==> src/rtl/vga_sdram_port.sv <==
// vga_sdram_port
// Serves one VGA line-fetch request (BURST_WORDS words, 64 bytes by default)
// by issuing BURST_WORDS/CORE_BL read commands to the SDRAM core. Returned
// words are forwarded to the VGA side one cycle after the core presents them.
// A one-cycle complete pulse follows the final word.
//
// Ports
//   clk, reset_n          system clock, asynchronous active-low reset
//   vga_sdram_req/addr    line request and its byte address (low line bits ignored)
//   vga_sdram_ack         one-cycle pulse when the request is accepted
//   vga_sdram_rdata/rdvalid  returned word stream, in address order
//   vga_sdram_complete    one-cycle pulse after the last word
//   core_req/core_addr    read command to the core, held until core_gnt
//   core_gnt              core accepted the command this cycle
//   core_rdata/rvalid     data returned by the core
//   err_unexpected        sticky: core data arrived with nothing outstanding
//
// state | meaning
// IDLE  | waiting for a line request
// ACK   | acknowledge pulse to the VGA side
// CMD   | issuing core read commands (data may already be returning)
// WAIT  | all commands granted, collecting the remaining words
// DONE  | complete pulse, then back to IDLE
module vga_sdram_port #(
  parameter int BURST_WORDS = 16,
  parameter int CORE_BL     = 4
) (
  input  logic        clk,
  input  logic        reset_n,
  input  logic        vga_sdram_req,
  input  logic [25:0] vga_sdram_addr,
  output logic        vga_sdram_ack,
  output logic [31:0] vga_sdram_rdata,
  output logic        vga_sdram_rdvalid,
  output logic        vga_sdram_complete,
  output logic        core_req,
  output logic [25:0] core_addr,
  input  logic        core_gnt,
  input  logic [31:0] core_rdata,
  input  logic        core_rvalid,
  output logic        err_unexpected
);

  localparam int NCMD = BURST_WORDS / CORE_BL;
  localparam int CW   = (NCMD > 1) ? $clog2(NCMD) : 1;
  localparam int BW   = $clog2(BURST_WORDS) + 1;
  localparam logic [CW-1:0] LAST_CMD   = CW'(NCMD - 1);
  localparam logic [BW-1:0] BEATS      = BW'(BURST_WORDS);
  localparam logic [25:0]   CMD_STRIDE = 26'(CORE_BL * 4);
  localparam logic [25:0]   LINE_MASK  = ~26'(BURST_WORDS * 4 - 1);

  typedef enum logic [2:0] {
    S_IDLE,
    S_ACK,
    S_CMD,
    S_WAIT,
    S_DONE
  } state_t;

  state_t          state, state_nxt;
  logic [25:0]     base;
  logic [CW-1:0]   cmd_idx;
  logic [BW-1:0]   beat_cnt;
  logic            burst_active;
  logic            beat_take;

  // Data is accepted only while a burst is in flight and words are still owed.
  assign burst_active = (state == S_CMD) || (state == S_WAIT);
  assign beat_take    = core_rvalid && burst_active && (beat_cnt < BEATS);

  // Address tracks cmd_idx directly so it holds steady until the grant.
  assign core_addr = base + 26'(cmd_idx) * CMD_STRIDE;

  always_ff @(posedge clk or negedge reset_n) begin
    if (!reset_n) begin
      state <= S_IDLE;
    end else begin
      state <= state_nxt;
    end
  end

  always_comb begin
    state_nxt          = state;
    vga_sdram_ack      = 1'b0;
    core_req           = 1'b0;
    vga_sdram_complete = 1'b0;
    unique case (state)
      S_IDLE: begin
        if (vga_sdram_req) state_nxt = S_ACK;
      end
      S_ACK: begin
        vga_sdram_ack = 1'b1;
        state_nxt     = S_CMD;
      end
      S_CMD: begin
        core_req = 1'b1;
        if (core_gnt && (cmd_idx == LAST_CMD)) state_nxt = S_WAIT;
      end
      S_WAIT: begin
        // beat_cnt reaches BEATS on the same edge the last word is registered,
        // so this cycle is the one presenting the final rdvalid.
        if (beat_cnt == BEATS) state_nxt = S_DONE;
      end
      S_DONE: begin
        vga_sdram_complete = 1'b1;
        state_nxt          = S_IDLE;
      end
      default: state_nxt = S_IDLE;
    endcase
  end

  always_ff @(posedge clk or negedge reset_n) begin
    if (!reset_n) begin
      base              <= '0;
      cmd_idx           <= '0;
      beat_cnt          <= '0;
      vga_sdram_rdata   <= '0;
      vga_sdram_rdvalid <= 1'b0;
      err_unexpected    <= 1'b0;
    end else begin
      if ((state == S_IDLE) && vga_sdram_req) begin
        base     <= vga_sdram_addr & LINE_MASK;
        cmd_idx  <= '0;
        beat_cnt <= '0;
      end else begin
        if ((state == S_CMD) && core_gnt) cmd_idx <= cmd_idx + CW'(1);
        if (beat_take) beat_cnt <= beat_cnt + BW'(1);
      end
      vga_sdram_rdvalid <= beat_take;
      if (beat_take) vga_sdram_rdata <= core_rdata;
      if (core_rvalid && !beat_take) err_unexpected <= 1'b1;
    end
  end

endmodule

==> config.mk <==
export PLATFORM = sky130hd
export DESIGN_NAME = vga_sdram_port
export DESIGN_NICKNAME = d
export VERILOG_FILES = /design/src/rtl/vga_sdram_port.sv
export SDC_FILE = /design/constraint.sdc
export NUM_CORES = 1
export LEC_CHECK = 0
export CORE_ASPECT_RATIO = 0.75
export CORE_UTILIZATION = 40
export CTS_CLUSTER_SIZE = 40
export DETAILED_ROUTE_END_ITERATION = 6
export DONT_BUFFER_PORTS = 1
export HOLD_SLACK_MARGIN = 0.05
export PLACE_DENSITY = 0.55
export SLEW_MARGIN = 20
export SYNTH_ARGS = -nofsm -noshare
export SYNTH_HDL_FRONTEND = slang
export SYNTH_SLANG_ARGS = --single-unit
==> constraint.sdc <==
create_clock -name clk -period 2.3 [get_ports clk]
set_input_delay 0.46 -clock clk [delete_from_list [all_inputs] [get_ports clk]]
set_output_delay 0.46 -clock clk [all_outputs]
set_load 0.01 [all_outputs]
# After elaboration in Yosys (flattened, before gate mapping)
# Index checks and enable logic that the tools add are counted.
dict set report op_classes {
  n_mux 11
  n_eq_ne 9
  add_sub_neg 3
  order_cmp 1
  reduce_logical 12
}
# operator count
set ops {}
lappend ops {{$add 26x6->26} 1}
lappend ops {{$pmux 3 s4} 1}
lappend ops {{$mux 5} 2}
lappend ops {{$mux 3} 3}
lappend ops {{$eq 3x2->1 const B} 2}
lappend ops {{$logic_and 1x1->1} 6}
lappend ops {{$add 5x1->5 const B} 1}
lappend ops {{$eq 5x5->1 const B} 1}
lappend ops {{$lt 5x5->1 const B} 1}
lappend ops {{$mux 2} 2}
lappend ops {{$ne 2x1->1 const B} 2}
lappend ops {{$reduce_bool 2->1} 2}
lappend ops {{$eq 3x1->1 const B} 1}
lappend ops {{$eq 3x3->1 const B} 1}
lappend ops {{$logic_not 3->1} 1}
lappend ops {{$mux 1} 3}
lappend ops {{$reduce_and 3->1} 1}
lappend ops {{$add 2x1->2 const B} 1}
lappend ops {{$eq 2x2->1 const B} 1}
lappend ops {{$ne 2x2->1 const B} 1}
lappend ops {{$logic_not 1->1} 1}
lappend ops {{$logic_or 1x1->1} 1}
dict set report totals {
  out_inout_bits 63
  in_bits 63
  regBits 64
  elab_cells 43
}

# Logic depth before layout (Yosys ltp)
dict set report depth {
  depth_word 6
  ltp_mapped 7
  ltp_nobuf 5
}

# Worst setup path before layout
# Ideal clock, no wire load.
dict set report synth_path {
  path_type {flip-flop to flip-flop}
  from {register state[1]}
  to {register base[16]}
  setup_slack_ps 651
  arrival_ps 1524
  required_ps 2175
  synth_period_minus_slack_ps 1649
  path_buffers 2
  path_stages_with_launch 5
  setup_time_ps 125
  path_cell_list {dfrtp_1 -> buf_6 -> nor4b_4 -> buf_8 -> mux2_4}
}
dict set report synth_via {
  elab_chain_len 2
}
# element line_no
set synth_rtl {}
lappend synth_rtl {{start, declared} 60} ;# state_t state, state_nxt;
lappend synth_rtl {{start signal, assigned} 78} ;# state <= state_nxt;
lappend synth_rtl {{$logic_not 3->1} 121} ;# if ((state == S_IDLE) && vga_sdram_req) begin
lappend synth_rtl {{$logic_and 1x1->1} 121}
lappend synth_rtl {{end signal, assigned} 122} ;# base <= vga_sdram_addr & LINE_MASK;
lappend synth_rtl {{end, declared} 61} ;# logic [25:0] base;
# Every way passes these cells.
# A chain may end at the register's enable or synchronous reset.

# Worst setup path in the final report
dict set report layout_path {
  from {register state[0]}
  to {output port vga_sdram_ack}
}
dict set report layout_via {
  elab_chain_len 2
}
# element line_no
set layout_rtl {}
lappend layout_rtl {{$eq 3x1->1} 87} ;# unique case (state)
lappend layout_rtl {{$mux 1} 87}
lappend layout_rtl {{end, declared} 32} ;# output logic vga_sdram_ack,
# Every way passes these cells.

==> impl_metrics.csv <==
group,metric,value,unit
floorplan,core_area,6350,µm²
timing,final_max_slew_viol_count,0,
detailed_routing,ant_nets,0,
synth,synth_largest_area_cell,"dfrtp_1",
worst_setup_path,crit_chain,"nor3b_1",
detailed_routing,via_per_inst,4.98,
outcome,status,"finished clean",
timing,rsz0062_at_grt,"no",
global_route,antenna_found_initial,0,
worst_setup_path,cp_max_fo,10,
worst_setup_path,crit_required,1840,ps
clock_network,cts_root_buf,"clkbuf_8",
job,max_cap_violations,0,
layout,fillers,618,
synth,synthCells,239,
synth,synth_top_area_share,0.603,
global_route,grt_pass1_vias,1604,
clock_network,cts_resized,0,
floorplan,dieArea,6970,µm²
timing,post-route-period-util,0.745,
synth,syn_area_per_cell,11.1,µm²
detailed_routing,drc,0,
clock_network,clk_latency,330,ps
clock_network,cts.clk_slew.worst_paths,80,ps
worst_setup_path,cpPeakStageDelay,530,ps
floorplan,io_pins,126,
timing,holdWs,226,ps
timing,final_hold_viol_count,0,
worst_setup_path,worstSetupEndpointType,"output pin",
global_route,grt_start_max_net_pins,65,
synth,yosys_warnings,0,
worst_setup_path,crit_type,"reg -> out",
worst_setup_path,arrival,1250,ps
synth,synth_cell_type_count,33,
clock_network,clock-sinks,64,
detailed_routing,routed.top_layer,"met4",
worst_setup_path,crit_path_top_delay_cell,"dfrtp_1",
layout,area.growth.synth_to_final,9.14,%
synth,synth_area,2660,µm²
synth,ys_top_cells_by_area,"dfrtp_1, nand2_1, mux2_4",
worst_setup_path,timing.critical_path.buf_inv,0,
timing,fin_crit,1710,ps
detailed_routing,vias,1639,
power,ir_worst_vdd,603,µV
detailed_routing,wl_met1,2060,µm
global_route,gr-total-overflow,0,
place,io_buffers,0,
layout,diodes,0,
detailed_routing,drt-pass1-iter-count,4,
power,powerDensity,1460,nW/µm²
detailed_routing,met3_length,556,µm
timing,max-slew-margin-rel,0.606,
synth,synth-seq-cells,64,
timing,fmax,583,MHz
detailed_routing,wirelength,4810,µm
clock_network,ctsLongestPathBuffers,2,
detailed_routing,wl_met2,2130,µm
timing,setup_viol,0,
floorplan,initial_core_util,0.418,
clock_network,h-tree-depth,3,
place,post-dp-hpwl,3190,µm
timing,setup_tns,0,ps
floorplan,die_x,96.1,µm
floorplan,num_rows,25,
place,globalplace.congestion,0.674,
power,leakagePower,0.00144,µW
timing,skew,13.8,ps
global_route,grt.total_usage,0.143,
global_route,grt_pass1_wl,7250,µm
clock_network,numCtsBuffers,9,
synth,seq_area_frac_synth,0.603,
power,p_total,4240,µW
detailed_routing,wl_per_cell,14.6,µm
layout,nNetsFinal,309,
worst_setup_path,worst_setup_path_start_kind,"flip-flop",
hold_path,hp-class,"in -> reg",
floorplan,die_y,72.6,µm
worst_setup_path,critPathTopFamily,"flip-flops",
timing,tightest_slew,584,ps
detailed_routing,drt_iter0_drc,96,
clock_network,cts_tree,"done",
layout,drive_gt1_frac,0.177,
[through the flow]
stage,area [µm²],instances,worst slack [ps],utilization
2_1_floorplan,2670,242,651,-
3_3_place_gp,2680,311,597,0.422
3_5_place_dp,2680,311,584,0.422
6_report,2900,329,586,0.456
5_1_grt,2900,329,507,0.456
4_1_cts,2900,329,553,0.456
[layer usage]
metal	track usage	up-vias
met5	0	-
met4	0.0697	0
met1	0.165	787
li1	-	762
met2	0.220	83
met3	0.0713	7
[power breakdown]
group	leakage (µW)	switching (µW)	internal (µW)
clock network	0.0000887	438	421
registers	0.000786	651	1670
logic	0.000567	539	527
[kinds of logic after synthesis]
logic type	synth area share
xor+xnor	0.00330
fa+ha+maj	0.0141
mux	0.112
other cells	0.00141
flops	0.603
buf+inv	0.0485
simple gates	0.193
compound gates	0.0245
[layout by cell type (no fill, tap or decap), types with 2 or more instances in the layout]
| master | count |
|---|---|
| inv_1 | 2 |
| a21oi_1 | 3 |
| nand2_1 | 102 |
| mux2_2 | 6 |
| buf_4 | 4 |
| clkinvlp_4 | 2 |
| dfrtp_1 | 64 |
| a31oi_1 | 2 |
| mux2_4 | 14 |
| mux2i_1 | 2 |
| conb_1 | 4 |
| clkinv_2 | 2 |
| nor3b_1 | 2 |
| ha_1 | 3 |
| nand2b_1 | 2 |
| nor2_1 | 5 |
| clkbuf_8 | 10 |
[area by class of cell]
type / instances / area (µm²) / area share
clock buffer: 10 / 138 / 0.0475
clock inverter: 6 / 42.5 / 0.0147
inverter: 3 / 11.3 / 0.00389
multi-input combinational: 159 / 936 / 0.323
sequential: 64 / 1600 / 0.553
tap: 81 / 101 / 0.0350
timing repair buffer: 6 / 67.6 / 0.0233
[Yosys cell counts]
cell type / count
nand2_1: 102
dfrtp_1: 64
mux2_4: 14
buf_2: 7
mux2_2: 6
nor2_1: 5
buf_4: 4
a21oi_1: 3
buf_6: 3
ha_1: 3
a31oi_1: 2
inv_1: 2
mux2i_1: 2
nand2b_1: 2
nor3b_1: 2
a21o_1: 1
a41oi_1: 1
and4bb_2: 1
buf_8: 1
clkbuf_1: 1
conb_1: 1
inv_2: 1
nand3_1: 1
nand3b_1: 1
nand4bb_1: 1
nor2b_1: 1
nor4b_4: 1
nor4bb_1: 1
o21ai_0: 1
o21bai_1: 1
o32ai_1: 1
or3_1: 1
xnor2_1: 1
[state kept, by name, indices dropped and copies added (netlist names)]
signal and cells:
base 20, beat_cnt 5, cmd_idx 2, err_unexpected 1, state 3, vga_sdram_rdata 32
vga_sdram_rdvalid 1
[repair_timing]
action,in CTS,in global routing
endpoints found under the hold margin,64,0
setup buffers,0,0
hold buffers,2,0
[final timing paths]
path,startpoint,to,slack [ps],cells after the start
worst max register to register,state[1]$_DFFE_PN0P_,base[12]$_DFFE_PN0P_,590,3
max in group asynchronous,reset_n,base[20]$_DFFE_PN0P_,1380,2
worst max-delay path,state[0]$_DFFE_PN0P_,vga_sdram_ack,590,1
worst min-delay path,core_rdata[15],vga_sdram_rdata[15]$_DFFE_PN0P_,230,2
worst min register to register,err_unexpected$_DFFE_PN0P_,err_unexpected$_DFFE_PN0P_,530,1
min in group asynchronous,reset_n,vga_sdram_rdata[20]$_DFFE_PN0P_,660,2
No activity file was read; power rests on OpenSTA's default activity.
